File: src/rtl/data_mem_pkg.sv
// Shared types and limits for the parametrised data memory and its read pipeline.
package data_mem_pkg;

    typedef enum logic {IDLE, CLEAR} dm_state_t;

    localparam int MAX_RD_LAT = 4;

endpackage

File: src/rtl/data_mem_rd_pipe.sv
// Read-return shift pipeline: carries valid, data and range-error flags RD_LAT stages deep.
// Data stages only load when their incoming valid is set, so the last stage holds between reads.
module data_mem_rd_pipe #(
    parameter int DATA_W = 8,
    parameter int RD_LAT = 1
) (
    input  logic              clk,
    input  logic              rst_n,
    input  logic              in_valid,
    input  logic              in_err,
    input  logic [DATA_W-1:0] in_data,
    output logic              out_valid,
    output logic              out_err,
    output logic [DATA_W-1:0] out_data
);

    logic [RD_LAT-1:0] valid_q;
    logic [RD_LAT-1:0] err_q;
    logic [RD_LAT-1:0] valid_src;
    logic [RD_LAT-1:0] err_src;
    logic [DATA_W-1:0] data_q   [RD_LAT];
    logic [DATA_W-1:0] data_src [RD_LAT];

    always_comb begin
        valid_src = '0;
        err_src   = '0;
        for (int k = 0; k < RD_LAT; k++) begin
            data_src[k] = '0;
        end
        valid_src[0] = in_valid;
        err_src[0]   = in_err;
        data_src[0]  = in_data;
        for (int k = 1; k < RD_LAT; k++) begin
            valid_src[k] = valid_q[k-1];
            err_src[k]   = err_q[k-1];
            data_src[k]  = data_q[k-1];
        end
    end

    always_ff @(posedge clk or negedge rst_n) begin
        if (!rst_n) begin
            valid_q <= '0;
            err_q   <= '0;
            for (int k = 0; k < RD_LAT; k++) begin
                data_q[k] <= '0;
            end
        end else begin
            valid_q <= valid_src;
            err_q   <= err_src;
            for (int k = 0; k < RD_LAT; k++) begin
                if (valid_src[k]) begin
                    data_q[k] <= data_src[k];
                end
            end
        end
    end

    assign out_valid = valid_q[RD_LAT-1];
    assign out_err   = err_q[RD_LAT-1];
    assign out_data  = data_q[RD_LAT-1];

endmodule

File: src/rtl/data_memory_pipe.sv
// Single-port synchronous data memory with pipelined reads, range checking and a
// sequential zero-fill engine that walks the array one word per cycle.
module data_memory_pipe
    import data_mem_pkg::*;
#(
    parameter int DATA_W = 8,
    parameter int ADDR_W = 8,
    parameter int DEPTH  = 2**ADDR_W,
    parameter int RD_LAT = 1
) (
    input  logic              clk,
    input  logic              rst_n,
    input  logic              ReadMem,
    input  logic              WriteMem,
    input  logic [ADDR_W-1:0] data_addr,
    input  logic [DATA_W-1:0] DataIn,
    input  logic              clear_req,
    output logic              ready,
    output logic [DATA_W-1:0] DataOut,
    output logic              rd_valid,
    output logic              addr_err,
    output logic              clear_done
);

    localparam int PTR_W = (DEPTH > 1) ? $clog2(DEPTH) : 1;
    localparam logic [PTR_W-1:0] LAST_PTR = PTR_W'(DEPTH - 1);
    localparam logic [PTR_W-1:0] PRE_LAST = PTR_W'(DEPTH - 2);

    if (RD_LAT < 1 || RD_LAT > MAX_RD_LAT) begin : g_bad_rd_lat
        $error("data_memory_pipe: RD_LAT must be within 1..MAX_RD_LAT");
    end
    if (DEPTH < 1 || DEPTH > 2**ADDR_W) begin : g_bad_depth
        $error("data_memory_pipe: DEPTH must be within 1..2**ADDR_W");
    end

    dm_state_t         state_q;
    logic [PTR_W-1:0]  clr_ptr;
    logic [DATA_W-1:0] mem [DEPTH];

    logic              in_range;
    logic [PTR_W-1:0]  idx;
    logic              rd_acc;
    logic              wr_acc;
    logic              acc_err;
    logic [DATA_W-1:0] rd_word;

    assign ready    = (state_q == IDLE);
    assign in_range = ({1'b0, data_addr} < (ADDR_W+1)'(DEPTH));
    assign idx      = data_addr[PTR_W-1:0];
    assign rd_acc   = ReadMem  && ready;
    assign wr_acc   = WriteMem && ready;
    assign acc_err  = (rd_acc || wr_acc) && !in_range;
    // Array is read combinationally here; the old word is captured at the same edge a write lands.
    assign rd_word  = in_range ? mem[idx] : '0;

    // Array has no reset so it can map onto block RAM; clearing shares the single write port.
    always_ff @(posedge clk) begin
        if (state_q == CLEAR) begin
            mem[clr_ptr] <= '0;
        end else if (wr_acc && in_range) begin
            mem[idx] <= DataIn;
        end
    end

    // clear_done is raised one edge early so it is high while the last word is being written.
    always_ff @(posedge clk or negedge rst_n) begin
        if (!rst_n) begin
            state_q    <= IDLE;
            clr_ptr    <= '0;
            clear_done <= 1'b0;
        end else begin
            case (state_q)
                IDLE: begin
                    clear_done <= 1'b0;
                    if (clear_req) begin
                        state_q    <= CLEAR;
                        clr_ptr    <= '0;
                        clear_done <= (DEPTH == 1);
                    end
                end
                CLEAR: begin
                    if (clr_ptr == LAST_PTR) begin
                        state_q    <= IDLE;
                        clear_done <= 1'b0;
                    end else begin
                        clr_ptr    <= clr_ptr + 1'b1;
                        clear_done <= (clr_ptr == PRE_LAST);
                    end
                end
                default: begin
                    state_q    <= IDLE;
                    clear_done <= 1'b0;
                end
            endcase
        end
    end

    data_mem_rd_pipe #(
        .DATA_W (DATA_W),
        .RD_LAT (RD_LAT)
    ) u_rd_pipe (
        .clk       (clk),
        .rst_n     (rst_n),
        .in_valid  (rd_acc),
        .in_err    (acc_err),
        .in_data   (rd_word),
        .out_valid (rd_valid),
        .out_err   (addr_err),
        .out_data  (DataOut)
    );

endmodule
File: config.mk
export PLATFORM = sky130hd
export DESIGN_NAME = data_memory_pipe
export DESIGN_NICKNAME = d
export VERILOG_FILES = /design/src/rtl/data_mem_pkg.sv /design/src/rtl/data_mem_rd_pipe.sv /design/src/rtl/data_memory_pipe.sv
export SDC_FILE = /design/constraint.sdc
export NUM_CORES = 2
export LEC_CHECK = 0
export CAP_MARGIN = 0
export CORE_ASPECT_RATIO = 0.7
export CORE_MARGIN = 3
export CORE_UTILIZATION = 50
export DETAILED_ROUTE_END_ITERATION = 10
export PLACE_DENSITY = 0.65
export REMOVE_ABC_BUFFERS = 1
export SLEW_MARGIN = 0
export SYNTH_ARGS = -nofsm -noshare
export SYNTH_HDL_FRONTEND = slang
export SYNTH_SLANG_ARGS = --single-unit
File: constraint.sdc
create_clock -name clk -period 7.1 [get_ports clk]
set_input_delay 1.42 -clock clk [delete_from_list [all_inputs] [get_ports clk]]
set_output_delay 1.42 -clock clk [all_outputs]
set_load 0.02 [all_outputs]
# After elaboration in Yosys (flattened, before gate mapping)
# Memory sizes are Yosys's and may differ from the RTL's. A register that Yosys moved wholly into a read port is not among the register bits.
# Index checks and enable logic that the tools add are counted.
# classes
n_reduce_logical	5
div	0
shifts	0
n_addsub	1
n_lt_le_gt_ge	0
n_bitwise	1
eq_ne	4
muxes	16
mul	0
# ops
cell	count
$mux W8	4
$eq A8 B8 Y1 const B	2
$pmux W8 S2	1
$mux W1	9
$add A8 B1 Y8 const B	1
$reduce_or A8 Y1	1
$ne A2 B2 Y1 const B	2
$pmux W1 S2	2
$logic_and A1 B1 Y1	2
$reduce_and A2 Y1	1
$logic_not A1 Y1	1
$not A1 Y1	1
# word_totals
wordCells	32
input_bits	21
latch_bits	0
mem_bits_rw	2048
output_inout_bits	12
mem_count	1
mem_bits_ro	0
ff_bits	11
# mem_list
memory	depth	width	read_ports	rd_ports_with_merged_regs	wr	line	rtl
mem	256	8	1	1	1	data_memory_pipe.sv:38	logic [DATA_W-1:0] mem [DEPTH];

# Longest topological paths before layout
# depth
ltp_word	7
mapped_depth	12
ltp_nobuf	7

# Cells and area by module
# Synthesis repeated with hierarchy kept, for this count alone.
# unflattened
hier_cells	3761
area_unflattened_um2	80684.9
# by_module_without_submodules
mod	cells_each	area_each_um2	n_inst	seq_area_each_um2
data_memory_pipe	3742	80303.3	1	61749.2
data_mem_rd_pipe	19	381.6	1	250.2

# Worst setup path after synthesis
# No wires, ideal clock.
# synth_path
path_type	input -> register
startpoint	input WriteMem
endpoint	memory mem[0][0] (data pin)
path_stages	4
arrival_time_ns	5.306
required_time_ns	6.230
n_path_buf	2
setup_time_ns	0.870
setup_slack_ns	0.924
path_cell_list	nor2b_1 -> clkbuf_1 -> clkbuf_1 -> and2_1
# synth_between
elab_chain_len	6
# synth_rtl
element	line	rtl
start: declaration	data_memory_pipe.sv:14	input logic WriteMem,
$logic_and A1 B1 Y1	data_memory_pipe.sv:51	assign wr_acc = WriteMem && ready;
$mux W1	data_memory_pipe.sv:60	end else if (wr_acc && in_range) begin
$mux W1	data_memory_pipe.sv:58	if (state_q == CLEAR) begin
$mux W1 (implied by the code)	data_memory_pipe.sv:61	mem[idx] <= DataIn;
$reduce_or A8 Y1 (no source line)	-	
$mux W8 (no source line)	-	
end: declaration	data_memory_pipe.sv:38	
# No other way between the ends.

# Worst setup path in the final report
# layout_path
startpoint	input WriteMem
endpoint	memory mem[219][4] (enable)
# layout_between
elab_chain_len	6
elab_cells_between_ends	7
classes_between	5 x mux; 2 x reduce/logical
# layout_rtl
element	line
$logic_and A1 B1 Y1 (*)	data_memory_pipe.sv:51
$mux W1 (*)	data_memory_pipe.sv:60
$mux W1 (*)	data_memory_pipe.sv:58
$mux W1 (implied by the code) (*)	data_memory_pipe.sv:61
$reduce_or A8 Y1 (no source line)	-
$mux W8 (no source line) / $mux W1 (equally long branches)	-
# Mark *: on every way between the ends. The rest lies on a longest branch, timed or not.

==> qor.csv <==
stage,metric,value,unit
route,routedWlPerCell,34.9,um
route,remaining_drc_errors,0,
synth,syn_avg_cell_area,20.2,um2
sta,finalHoldViolCount,0,
synth,yosys.area_share.simple,0.0320,
power,p_int,20.4,mW
clock_tree,htreeDepth,4,
grt,antenna_found_initial,7,
sta,finalSetupTns,0,ps
worst_setup_path,critical_path.max_fanout,20,
worst_hold_path,min-delay-start,u_rd_pipe.out_data[5],
synth,yosysWarnings,0,
sta,fmax,0.202,GHz
clock_tree,path_clk_slew,70,ps
worst_hold_path,min_delay_path_depth,2,
grt,met1_usage,0.408,
synth,synth_top_area_share,0.758,
power,clkPwrFrac,0.372,
synth,netlist_instances,4019,
synth,synth_fa_ha_area_frac,0.000308,
final_layout,finalNonFillerCells,6383,
synth,synth_common_cells,"edfxtp_1 (2048), mux4_2 (376), nor2_1 (294)",
synth,synth-xor-area-share,0.000540,
synth,synth_seq_cells,2067,
place,hpwl,139,mm
final_layout,drive_gt1_frac,0.192,
die,chipWidth,487,um
clock_tree,numCtsBuffers,185,
synth,synth_top_family_by_area,multiplexers,
grt,globalRoute.busiestLayer,met1,
sta,rsz0062_at_grt,false,
place,gp_congestion,0.915,
worst_setup_path,critPathRequiredTime,7520,ps
worst_setup_path,r2r_start,state_q,
worst_setup_path,arrival,5380,ps
synth,ys.flop_type,edfxtp_1,
worst_setup_path,end_kind,register,
sta,setup_viol,0,
status,violations,"max-capacitance violations, max-slew violations",
worst_setup_path,crit_chain,"clkdlybuf4s50_1, nand2_1, o21ai_1, nand3_1, buf_4, nor2_1",
place,post-place-ws,1400,ps
worst_setup_path,reg2reg_slack,2700,ps
die,floorplan.initialDensity,0.504,
worst_setup_path,startpoint_type,input pin,
sta,drv_slew,9,
synth,yosysSeqAreaShare,0.764,
route,finalWirelength,223,mm
worst_setup_path,r2r-end,mem[219][4],
grt,grtUsageMet3,0.0744,
final_layout,areaGrowthSynthToFinish,10.4,%
synth,synthesis.area,81100,um2
grt,grtUsageMet2,0.381,
clock_tree,cts_setup_buffers,0,
worst_setup_path,path_class,input pin to register,
route,drtIter0Drc,6044,
power,switching_share,0.249,
power,pwr-share-seq,0.523,
grt,track_usage,0.269,
synth,synth_edf_count,2048,
synth,synth_area_leaders,"edfxtp_1 (76%), mux4_2 (10%), mux2i_1 (3.2%), nor2_1 (1.4%), o22ai_1 (0.69%)",
power,p_per_area,303,nW/um2
route,first_pass_iters,5,
synth,async_flop_share,0.00919,
die,coreArea,161000,um2
clock_tree,cts.repair.resized,0,
clock_tree,cts_tree,done,
synth,synth_compound_area_frac,0.0374,
sta,tightestPinTransition,1510,ps
power,p_sw,6.77,mW
die,num_rows,123,
die,die_y,343,um
route,ant_nets,0,
power,p_comb_frac,0.105,
die,die_area,167000,um2
grt,overflow,0,
grt,grt_pass1_wl,317,mm
clock_tree,clock_sinks,2067,
die,io_pins,33,
sta,fin_crit_sh,0.699,
power,total_power,27.2,mW
worst_setup_path,crit_path_max_incr_delay,940,ps
clock_tree,clockRootBuffer,clkbuf_16,
synth,synth.mux.area_fraction,0.144,
sta,slew_headroom,-0.0111,
power,vdd_ir_drop_max,0.272,mV
synth,ys_types,77,
worst_hold_path,min_path_type,register to register,
synth,synth_top_cell_by_area,edfxtp_1,
sta,fin_ws,2140,ps
power,p_leak,29.2,nW
route,num_vias,42000,
worst_setup_path,reg2reg_depth,6,
sta,period_needed,4960,ps
route,vias_per_cell,6.57,
final_layout,nets,4124,
job,maxCapViolations,2,
place,io_buffers,31,
grt,grt_max_degree,180,
clock_tree,cts_buffer_depth,3,
clock_tree,clk_latency,810,ps
clock_tree,hold_buffers,0,
worst_hold_path,worstHoldEndpoint,u_rd_pipe.out_data[5],
grt,grt_pass1_vias,40800,
worst_setup_path,cp_slowest_cell,nand3_1,
place,place_inst,6039,
status,run_status,"complete, but fails checks",
synth,yosysMostFrequentCell,edfxtp_1,
sta,clock_skew,30.5,ps
[metrics by stage]
| step | util | hold slack (ps) | instance area, um2 |
|---|---|---|---|
| final | 0.557 | 644 | 89600 |
| after global routing | 0.557 | 694 | 89600 |
| after CTS | 0.557 | 672 | 89600 |
| after detailed placement | 0.519 | 654 | 83600 |
| after global placement | 0.519 | 625 | 83600 |
| after floorplan | - | 541 | 79400 |
[routing by layer]
metal  up-vias  part of all wire
li1      16800                 -
met1     22200              0.41
met2      2638              0.43
met3       329              0.13
met4         0             0.029
met5         -                 0
[flip-flops by register name, indices dropped and copies added (netlist names)]
name,flops
clear_done,1
clr_ptr,8
mem,2048
state_q,1
u_rd_pipe.out_data,8
u_rd_pipe.out_valid,1
[worst max-delay path, delay by kind of cell]
kind / cells / cell delay [ps]
compound gates: 1 / 630
buf+inv: 2 / 1160
simple gates: 3 / 2130
[cell families (layout without fill, tap and decap cells)]
group           Yosys count  after routing
compound gates          427            427
xor+xnor                  5              5
fa+ha+maj                 2              2
buf+inv                 252            488
flops                  2067           2067
mux                     678            678
other cells               1              4
simple gates            587            587
[placed cells by master (no fill, tap or decap), types with 41 or more instances in the layout]
| master | count |
|---|---|
| mux4_2 | 376 |
| nand3_1 | 55 |
| o21ai_0 | 42 |
| nor2_1 | 292 |
| a22oi_1 | 48 |
| nand2_1 | 120 |
| a21oi_1 | 52 |
| mux2i_1 | 263 |
| o221ai_1 | 56 |
| clkbuf_16 | 189 |
| a211oi_1 | 45 |
| buf_4 | 86 |
| o22ai_1 | 89 |
| clkinv_1 | 41 |
| edfxtp_1 | 2048 |
[layout make-up]
class,instances,area [um2]
fill,11900,71400
tap,2125,2660
antenna,3,7.51
timing repair buffer,139,1420
inverter,8,32.5
clock inverter,107,1080
clock buffer,234,4950
multi-input combinational,1700,17500
sequential,2067,62000
[power groups by stage]
stage	Clock, mW	Combinational, mW	Sequential, mW
after floorplan	0	1.24	14.5
after global placement	0	2.78	14.4
after detailed placement	0	2.81	14.4
after CTS	10.2	2.81	14.2
after global routing	10.7	2.96	14.2
final	10.1	2.85	14.2
[how the worst max path moves through the flow]
stage                        start          end  slack [ps]
after global placement    WriteMem  mem[219][0]        1410
final                     WriteMem  mem[219][4]        2140
after detailed placement  WriteMem  mem[219][2]        1400
after floorplan           WriteMem    mem[0][0]         930
after CTS                 WriteMem  mem[219][5]        2260
after global routing      WriteMem  mem[219][4]        1940
Power figures use the tool's default switching activity.
